File: config.mk
export PLATFORM = sky130hd
export DESIGN_NAME = csr_trap_unit_flat
export DESIGN_NICKNAME = d
export VERILOG_FILES = /design/src/rtl/csr_trap_unit_if.sv /design/src/rtl/csr_trap_unit.sv /design/src/flat_wrapper.sv
export SDC_FILE = /design/constraint.sdc
export NUM_CORES = 2
export LEC_CHECK = 0
export BUFFER_PORTS_ARGS = -buffer_cell sky130_fd_sc_hd__buf_2
export CAP_MARGIN = 40
export CORE_MARGIN = 1
export CORE_UTILIZATION = 45
export DETAILED_ROUTE_END_ITERATION = 8
export PLACE_DENSITY = 0.68
export SKIP_CTS_REPAIR_TIMING = 1
export SLEW_MARGIN = 20
export SYNTH_ARGS = -nofsm -noshare
export SYNTH_HDL_FRONTEND = slang
export SYNTH_SLANG_ARGS = --single-unit
File: constraint.sdc
create_clock -name i_clk -period 5.2 [get_ports i_clk]
set_input_delay 0.26 -clock i_clk [delete_from_list [all_inputs] [get_ports i_clk]]
set_output_delay 0.26 -clock i_clk [all_outputs]
set_load 0.05 [all_outputs]
File: src/rtl/csr_trap_unit_if.sv
// CSR access, trap/return request and status bundle between the execute stage and csr_trap_unit.
interface csr_trap_unit_if;
  logic [11:0] i_csr_addr;
  logic [1:0]  i_csr_op;
  logic [31:0] i_csr_wdata;
  logic [31:0] o_csr_rdata;
  logic        o_illegal;
  logic        i_trap;
  logic        i_trap_is_int;
  logic [4:0]  i_trap_code;
  logic [31:0] i_trap_pc;
  logic [31:0] i_trap_tval;
  logic        i_mret;
  logic        i_sret;
  logic        o_redirect;
  logic [31:0] o_redirect_pc;
  logic [1:0]  o_priv;
  logic [31:0] o_satp;
  logic [31:0] o_mstatus;

  modport master (
    output i_csr_addr, i_csr_op, i_csr_wdata, i_trap, i_trap_is_int, i_trap_code,
           i_trap_pc, i_trap_tval, i_mret, i_sret,
    input  o_csr_rdata, o_illegal, o_redirect, o_redirect_pc, o_priv, o_satp, o_mstatus
  );

  modport slave (
    input  i_csr_addr, i_csr_op, i_csr_wdata, i_trap, i_trap_is_int, i_trap_code,
           i_trap_pc, i_trap_tval, i_mret, i_sret,
    output o_csr_rdata, o_illegal, o_redirect, o_redirect_pc, o_priv, o_satp, o_mstatus
  );
endinterface

File: src/rtl/csr_trap_unit.sv
// M/S/U CSR file with read-modify-write ops, trap entry with delegation, xRET and a 64-bit time counter.
module csr_trap_unit #(
  parameter int unsigned HART_ID     = 0,
  parameter int unsigned TIME_DIV    = 1,
  parameter logic [31:0] MTVEC_RESET = 32'h0000_0000
) (
  input  logic           i_clk,
  input  logic           i_rst_n,
  csr_trap_unit_if.slave bus
);
  localparam int          PW           = (TIME_DIV > 1) ? $clog2(TIME_DIV) : 1;
  localparam logic [PW-1:0] PRESC_MAX  = PW'(TIME_DIV - 1);
  localparam logic [31:0] SSTATUS_MASK = 32'h000C_0122;
  localparam logic [1:0]  PRIV_U = 2'b00, PRIV_S = 2'b01, PRIV_M = 2'b11;

  logic [31:0] r_mstatus, r_medeleg, r_mideleg, r_mie, r_mtvec, r_mcounteren;
  logic [31:0] r_mscratch, r_mepc, r_mcause, r_mtval, r_mip;
  logic [31:0] r_stvec, r_sscratch, r_sepc, r_scause, r_stval, r_satp;
  logic [1:0]  r_priv;
  logic [63:0] r_time;
  logic [PW-1:0] r_presc;
  logic [31:0] r_rdata, r_redirect_pc;
  logic        r_illegal, r_redirect;

  logic [31:0] w_old, w_new, w_tvec, w_vec;
  logic        w_impl, w_wr, w_is_time, w_csr_illegal, w_deleg;

  always_comb begin
    w_old  = 32'h0;
    w_impl = 1'b1;
    case (bus.i_csr_addr)
      12'h300: w_old = r_mstatus;
      12'h302: w_old = r_medeleg;
      12'h303: w_old = r_mideleg;
      12'h304: w_old = r_mie;
      12'h305: w_old = r_mtvec;
      12'h306: w_old = r_mcounteren;
      12'h340: w_old = r_mscratch;
      12'h341: w_old = r_mepc;
      12'h342: w_old = r_mcause;
      12'h343: w_old = r_mtval;
      12'h344: w_old = r_mip;
      12'h100: w_old = r_mstatus & SSTATUS_MASK;
      12'h104: w_old = r_mie & r_mideleg;
      12'h105: w_old = r_stvec;
      12'h140: w_old = r_sscratch;
      12'h141: w_old = r_sepc;
      12'h142: w_old = r_scause;
      12'h143: w_old = r_stval;
      12'h144: w_old = r_mip & r_mideleg;
      12'h180: w_old = r_satp;
      12'hC01: w_old = r_time[31:0];
      12'hC81: w_old = r_time[63:32];
      12'hF14: w_old = HART_ID;
      default: w_impl = 1'b0;
    endcase
  end

  always_comb begin
    case (bus.i_csr_op)
      2'b01:   w_new = bus.i_csr_wdata;
      2'b10:   w_new = w_old | bus.i_csr_wdata;
      2'b11:   w_new = w_old & ~bus.i_csr_wdata;
      default: w_new = w_old;
    endcase
  end

  // set/clear with a zero operand is a pure read and never counts as a write
  assign w_wr          = (bus.i_csr_op == 2'b01) || (bus.i_csr_wdata != 32'h0);
  assign w_is_time     = (bus.i_csr_addr == 12'hC01) || (bus.i_csr_addr == 12'hC81);
  assign w_csr_illegal = !w_impl || (r_priv < bus.i_csr_addr[9:8])
                       || (w_wr && bus.i_csr_addr[11:10] == 2'b11)
                       || (w_is_time && r_priv != PRIV_M && !r_mcounteren[1]);

  assign w_deleg = (r_priv != PRIV_M) &&
                   (bus.i_trap_is_int ? r_mideleg[bus.i_trap_code] : r_medeleg[bus.i_trap_code]);
  assign w_tvec  = w_deleg ? r_stvec : r_mtvec;
  assign w_vec   = {w_tvec[31:2], 2'b00} +
                   ((w_tvec[1:0] == 2'b01 && bus.i_trap_is_int) ? {25'h0, bus.i_trap_code, 2'b00} : 32'h0);

  always_ff @(posedge i_clk) begin
    if (!i_rst_n) begin
      r_presc <= '0;
      r_time  <= 64'h0;
    end else if (r_presc == PRESC_MAX) begin
      r_presc <= '0;
      r_time  <= r_time + 64'd1;
    end else begin
      r_presc <= r_presc + PW'(1);
    end
  end

  always_ff @(posedge i_clk) begin
    if (!i_rst_n) begin
      r_mstatus <= 32'h0; r_medeleg <= 32'h0; r_mideleg <= 32'h0; r_mie <= 32'h0;
      r_mtvec <= MTVEC_RESET; r_mcounteren <= 32'h0; r_mscratch <= 32'h0;
      r_mepc <= 32'h0; r_mcause <= 32'h0; r_mtval <= 32'h0; r_mip <= 32'h0;
      r_stvec <= 32'h0; r_sscratch <= 32'h0; r_sepc <= 32'h0; r_scause <= 32'h0;
      r_stval <= 32'h0; r_satp <= 32'h0;
      r_priv <= PRIV_M;
      r_rdata <= 32'h0; r_illegal <= 1'b0; r_redirect <= 1'b0; r_redirect_pc <= 32'h0;
    end else begin
      r_illegal  <= 1'b0;
      r_redirect <= 1'b0;
      if (bus.i_trap) begin
        r_redirect    <= 1'b1;
        r_redirect_pc <= w_vec;
        if (w_deleg) begin
          r_sepc       <= bus.i_trap_pc;
          r_scause     <= {bus.i_trap_is_int, 26'h0, bus.i_trap_code};
          r_stval      <= bus.i_trap_tval;
          r_mstatus[5] <= r_mstatus[1];
          r_mstatus[1] <= 1'b0;
          r_mstatus[8] <= r_priv[0];
          r_priv       <= PRIV_S;
        end else begin
          r_mepc             <= bus.i_trap_pc;
          r_mcause           <= {bus.i_trap_is_int, 26'h0, bus.i_trap_code};
          r_mtval            <= bus.i_trap_tval;
          r_mstatus[7]       <= r_mstatus[3];
          r_mstatus[3]       <= 1'b0;
          r_mstatus[12:11]   <= r_priv;
          r_priv             <= PRIV_M;
        end
      end else if (bus.i_mret) begin
        if (r_priv == PRIV_M) begin
          r_priv           <= r_mstatus[12:11];
          r_mstatus[3]     <= r_mstatus[7];
          r_mstatus[7]     <= 1'b1;
          r_mstatus[12:11] <= PRIV_U;
          r_redirect       <= 1'b1;
          r_redirect_pc    <= r_mepc;
        end else begin
          r_illegal <= 1'b1;
        end
      end else if (bus.i_sret) begin
        if (r_priv != PRIV_U) begin
          r_priv        <= r_mstatus[8] ? PRIV_S : PRIV_U;
          r_mstatus[1]  <= r_mstatus[5];
          r_mstatus[5]  <= 1'b1;
          r_mstatus[8]  <= 1'b0;
          r_redirect    <= 1'b1;
          r_redirect_pc <= r_sepc;
        end else begin
          r_illegal <= 1'b1;
        end
      end else if (bus.i_csr_op != 2'b00) begin
        if (w_csr_illegal) begin
          r_illegal <= 1'b1;
          r_rdata   <= 32'h0;
        end else begin
          r_rdata <= w_old;
          if (w_wr) begin
            case (bus.i_csr_addr)
              12'h300: r_mstatus    <= w_new;
              12'h302: r_medeleg    <= w_new;
              12'h303: r_mideleg    <= w_new;
              12'h304: r_mie        <= w_new;
              12'h305: r_mtvec      <= w_new;
              12'h306: r_mcounteren <= w_new;
              12'h340: r_mscratch   <= w_new;
              12'h341: r_mepc       <= w_new;
              12'h342: r_mcause     <= w_new;
              12'h343: r_mtval      <= w_new;
              12'h344: r_mip        <= w_new;
              12'h100: r_mstatus    <= (r_mstatus & ~SSTATUS_MASK) | (w_new & SSTATUS_MASK);
              12'h104: r_mie        <= (r_mie & ~r_mideleg) | (w_new & r_mideleg);
              12'h105: r_stvec      <= w_new;
              12'h140: r_sscratch   <= w_new;
              12'h141: r_sepc       <= w_new;
              12'h142: r_scause     <= w_new;
              12'h143: r_stval      <= w_new;
              12'h144: r_mip        <= (r_mip & ~r_mideleg) | (w_new & r_mideleg);
              12'h180: r_satp       <= w_new;
              default: ;
            endcase
          end
        end
      end
    end
  end

  assign bus.o_csr_rdata   = r_rdata;
  assign bus.o_illegal     = r_illegal;
  assign bus.o_redirect    = r_redirect;
  assign bus.o_redirect_pc = r_redirect_pc;
  assign bus.o_priv        = r_priv;
  assign bus.o_satp        = r_satp;
  assign bus.o_mstatus     = r_mstatus;
endmodule

File: src/flat_wrapper.sv
// flat-port wrapper written by rule: the top's interface ports become plain ports
module csr_trap_unit_flat 
#(
  parameter int unsigned HART_ID     = 0,
  parameter int unsigned TIME_DIV    = 1,
  parameter logic [31:0] MTVEC_RESET = 32'h0000_0000
)
  (i_clk, i_rst_n, bus_i_csr_addr, bus_i_csr_op, bus_i_csr_wdata, bus_i_trap, bus_i_trap_is_int, bus_i_trap_code, bus_i_trap_pc, bus_i_trap_tval, bus_i_mret, bus_i_sret, bus_o_csr_rdata, bus_o_illegal, bus_o_redirect, bus_o_redirect_pc, bus_o_priv, bus_o_satp, bus_o_mstatus);
  csr_trap_unit_if bus_i ();
  input  logic i_clk;
  input  logic i_rst_n;
  input wire logic [$bits(bus_i.i_csr_addr)-1:0] bus_i_csr_addr;
  input wire logic [$bits(bus_i.i_csr_op)-1:0] bus_i_csr_op;
  input wire logic [$bits(bus_i.i_csr_wdata)-1:0] bus_i_csr_wdata;
  input wire logic [$bits(bus_i.i_trap)-1:0] bus_i_trap;
  input wire logic [$bits(bus_i.i_trap_is_int)-1:0] bus_i_trap_is_int;
  input wire logic [$bits(bus_i.i_trap_code)-1:0] bus_i_trap_code;
  input wire logic [$bits(bus_i.i_trap_pc)-1:0] bus_i_trap_pc;
  input wire logic [$bits(bus_i.i_trap_tval)-1:0] bus_i_trap_tval;
  input wire logic [$bits(bus_i.i_mret)-1:0] bus_i_mret;
  input wire logic [$bits(bus_i.i_sret)-1:0] bus_i_sret;
  output wire logic [$bits(bus_i.o_csr_rdata)-1:0] bus_o_csr_rdata;
  output wire logic [$bits(bus_i.o_illegal)-1:0] bus_o_illegal;
  output wire logic [$bits(bus_i.o_redirect)-1:0] bus_o_redirect;
  output wire logic [$bits(bus_i.o_redirect_pc)-1:0] bus_o_redirect_pc;
  output wire logic [$bits(bus_i.o_priv)-1:0] bus_o_priv;
  output wire logic [$bits(bus_i.o_satp)-1:0] bus_o_satp;
  output wire logic [$bits(bus_i.o_mstatus)-1:0] bus_o_mstatus;
  assign bus_i.i_csr_addr = bus_i_csr_addr;
  assign bus_i.i_csr_op = bus_i_csr_op;
  assign bus_i.i_csr_wdata = bus_i_csr_wdata;
  assign bus_i.i_trap = bus_i_trap;
  assign bus_i.i_trap_is_int = bus_i_trap_is_int;
  assign bus_i.i_trap_code = bus_i_trap_code;
  assign bus_i.i_trap_pc = bus_i_trap_pc;
  assign bus_i.i_trap_tval = bus_i_trap_tval;
  assign bus_i.i_mret = bus_i_mret;
  assign bus_i.i_sret = bus_i_sret;
  assign bus_o_csr_rdata = bus_i.o_csr_rdata;
  assign bus_o_illegal = bus_i.o_illegal;
  assign bus_o_redirect = bus_i.o_redirect;
  assign bus_o_redirect_pc = bus_i.o_redirect_pc;
  assign bus_o_priv = bus_i.o_priv;
  assign bus_o_satp = bus_i.o_satp;
  assign bus_o_mstatus = bus_i.o_mstatus;
  csr_trap_unit #(.HART_ID(HART_ID), .TIME_DIV(TIME_DIV), .MTVEC_RESET(MTVEC_RESET)) u_core (.i_clk(i_clk), .i_rst_n(i_rst_n), .bus(bus_i));
endmodule
==> flow_metrics.env <==
export IMPL_outcome="complete, but fails checks"
export IMPL_violations="negative hold slack"
export IMPL_drive_above_1_share_pct=18.74
export IMPL_yosys_top_cells_area="dfxtp_1 (39%), nand2_1 (6.1%), a21oi_1 (4.6%), nor2_1 (4.6%), a22oi_1 (4.2%)"
export IMPL_regToRegStartpoint="u_core.r_medeleg[26]"
export IMPL_hold_viol_final=6
export IMPL_comb_power_share_pct=10.7
export IMPL_switching_share_pct=27.88
export IMPL_clock_skew_ns=0.02471
export IMPL_grt_overflow_total=0
export IMPL_register_area_mm2=0.01355
export IMPL_ir_drop_uv=300.0
export IMPL_synthCells=4267
export IMPL_dieHeight_um=281.6
export IMPL_nFillCells=7284
export IMPL_drv_cap=0
export IMPL_grt_pass1_wl_um=306800
export IMPL_finalSetupViolCount=0
export IMPL_htree_levels=3
export IMPL_r2r_end="u_core.bus.o_redirect_pc[16]"
export IMPL_rrSetupSlack_ns=0.37
export IMPL_cts_root_buffer="clkbuf_16"
export IMPL_drc=0
export IMPL_leakagePower_nw=15.51
export IMPL_grt_pass1_vias=35850
export IMPL_grt_antenna_before_repair=21
export IMPL_synthDistinctLibCells=112
export IMPL_grt_max_degree=137
export IMPL_synth_async_reset_ratio_pct=0
export IMPL_setup_tns_ns=0
export IMPL_initial_core_util_pct=45.42
export IMPL_ys_warn_count=0
export IMPL_min_to="u_core.r_mtval[19]"
export IMPL_dieWidth_um=281.6
export IMPL_synth_top_cell_area_share_pct=38.52
export IMPL_yosys_register_bits=677
export IMPL_routed_wl_um=231900
export IMPL_avgRoutedWirePerCell_um=40.75
export IMPL_synth_ff_type="dfxtp_1"
export IMPL_cts_buffer_depth=3
export IMPL_pwr_share_clk_pct=47.7
export IMPL_viasPerCell=7.211
export IMPL_synth_area_leader_cell="dfxtp_1"
export IMPL_hold_ws_ns=-0.04144
export IMPL_largest_reg_flops=64
export IMPL_track_usage_pct=56.56
export IMPL_crit_required_ns=5.77
export IMPL_worstPathMaxFanout=19
export IMPL_fmax_mhz=207.1
export IMPL_worstSkewPairLatency_ns=0.65
export IMPL_fin_crit_sh_pct=92.87
export IMPL_min_path_type="in -> reg"
export IMPL_firstDrtPassIters=9
export IMPL_synth_area_per_cell_um2=8.245
export IMPL_rsz0062_at_grt="no"
export IMPL_ant_nets=0
export IMPL_multi_input_area_mm2=0.02000
export IMPL_reg2reg_depth=15
export IMPL_total_power_mw=12.91
export IMPL_startpoint="u_core.r_medeleg[26]"
export IMPL_crit_type="reg -> reg"
export IMPL_portBuffers=252
export IMPL_cp_end_kind="flop"
export IMPL_drtIter0Drc=7487
export IMPL_period_needed_ns=4.829
export IMPL_pin_count=253
export IMPL_hp_start="bus_i_trap_tval[19]"
export IMPL_mostFrequentLayoutCells="dfxtp_1 (677), nand2_1 (576), nor2_1 (425)"
export IMPL_path_clk_slew_ns=0.06
export IMPL_cts_tree="built"
export IMPL_via_count=41035
export IMPL_seq_area_frac_synth_pct=38.52
export IMPL_synth_edf_count=0
export IMPL_p_int_mw=9.309
export IMPL_max_slew_margin_pct=19.81
export IMPL_core_mm2=0.07747
export IMPL_row_count=102
export IMPL_syn_cell_area_mm2=0.03518
export IMPL_gp_congestion=1.132
export IMPL_dieArea_mm2=0.07930
export IMPL_worst_slew_pin_slew_ns=1.203
export IMPL_top_register="u_core.r_time"
export IMPL_dpl_cell_count=5491
export IMPL_dp_hpwl_um=174600
export IMPL_final_common_cell="dfxtp_1"
export IMPL_synth_nets=4396
export IMPL_cts_buffers=78
export IMPL_finalMaxSlewViolations=0
export IMPL_holdPathStages=3
export IMPL_powerDensity_mw_per_mm2=304.3
export IMPL_p_seq_share_pct=41.6
export IMPL_finish_net_count=4705
export IMPL_startpoint_type="flop"
export IMPL_area_growth_pct=20.57
export IMPL_critPathArrivalTime_ns=5.40
export IMPL_finalNonFillerCells=5691
export IMPL_clock_sinks=677
export IMPL_switchingPower_mw=3.599
## area by class of cell
cell class / count / share of cell area, %
Inverter: 48 / 0.4424
Clock inverter: 34 / 1.251
Tap cell: 1040 / 3.067
Clock buffer: 108 / 5.386
Timing Repair Buffer: 611 / 10.69
Antenna cell: 13 / 0.07669
Multi-Input combinational cell: 3160 / 47.14
Sequential cell: 677 / 31.95
## Yosys cell counts (all sizes together) (15+ instances only)
cell type and number:
and3 30, nor3 87, a221oi 39, o311a 17, a31oi 38, nor4 36, nand4 103, mux2 39
inv 48, a222oi 15, a22oi 200, o21ai 133, o221ai 16, nor2b 21, clkbuf 207, and2 29
a211oi 167, a221o 29, buf 175, mux2i 128, and4 25, xnor2 76, dfxtp 677, or3 21
o21bai 19, a22o 47, o211ai 16, xor2 41, mux4 19, a21oi 326, o22ai 46, nand2 576
nand3 138, nor2 436, o21a 19
## per-stage QoR
| step | worst slack, ns | hold slack (ns) | util, % | instance area [um^2] |
|---|---|---|---|---|
| 2_1_floorplan | 0.5467 | 0.4200 | - | 35180 |
| 3_3_place_gp | 0.3956 | 0.4379 | 50.29 | 38960 |
| 3_5_place_dp | 0.3644 | 0.4409 | 50.52 | 39130 |
| 4_1_cts | 0.5031 | -0.09877 | 54.15 | 41950 |
| 5_1_grt | 0.1642 | 0.007299 | 54.72 | 42390 |
| 6_report | 0.3709 | -0.04144 | 54.76 | 42420 |
## power by group through the flow
stage,Combinational (mW),Sequential (mW),Clock (mW)
4_1_cts,1.27,5.35,6.11
3_3_place_gp,1.25,5.46,0
2_1_floorplan,0.593,5.45,0
5_1_grt,1.37,5.36,6.32
6_report,1.38,5.37,6.16
3_5_place_dp,1.26,5.46,0
## per-layer routing
metal / track usage [%] / wire, um / up-vias
li1: - / - / 16400
met4: 44.13 / 22450 / 8
met3: 24.24 / 37110 / 928
met2: 75.16 / 88170 / 3889
met5: 0.9768 / 142 / -
met1: 70.85 / 84030 / 19810
## worst max-delay path: stages (launching register included)
cell and delay [ns]:
dfxtp_1 0.38, mux4_2 0.47, mux2_2 0.27, or3_1 0.33, o211a_2 0.23, nor2_4 0.28
buf_4 0.36, mux2_2 0.38, ha_1 0.33, inv_1 0.05, o21bai_1 0.67, buf_4 0.31
a21oi_1 0.08, mux2_2 0.28, a211o_1 0.26, o21ai_0 0.07
## how the worst max path moves through the flow
stage	slack (ns)	endpoint
5_1_grt	0.16	u_core.bus.o_redirect_pc[12]
3_3_place_gp	0.40	u_core.bus.o_redirect_pc[16]
6_report	0.37	u_core.bus.o_redirect_pc[16]
4_1_cts	0.50	u_core.bus.o_redirect_pc[12]
2_1_floorplan	0.55	u_core.bus.o_redirect_pc[12]
3_5_place_dp	0.36	u_core.bus.o_redirect_pc[12]
## logic make-up (layout without fill, tap and decap cells)
family | after synthesis | after routing | share of synthesized area (%)
buffers and inverters | 430 | 801 | 5.338
adders and majority gates | 8 | 8 | 0.3058
and+or+nand+nor | 1588 | 1588 | 21.63
muxes | 186 | 186 | 6.106
AOI/OAI and AO/OA | 1260 | 1260 | 25.18
DFF | 677 | 677 | 38.52
other | 1 | 14 | 0.01066
xor gates and xnor gates | 117 | 117 | 2.913
(Power assumes the default switching activity.)
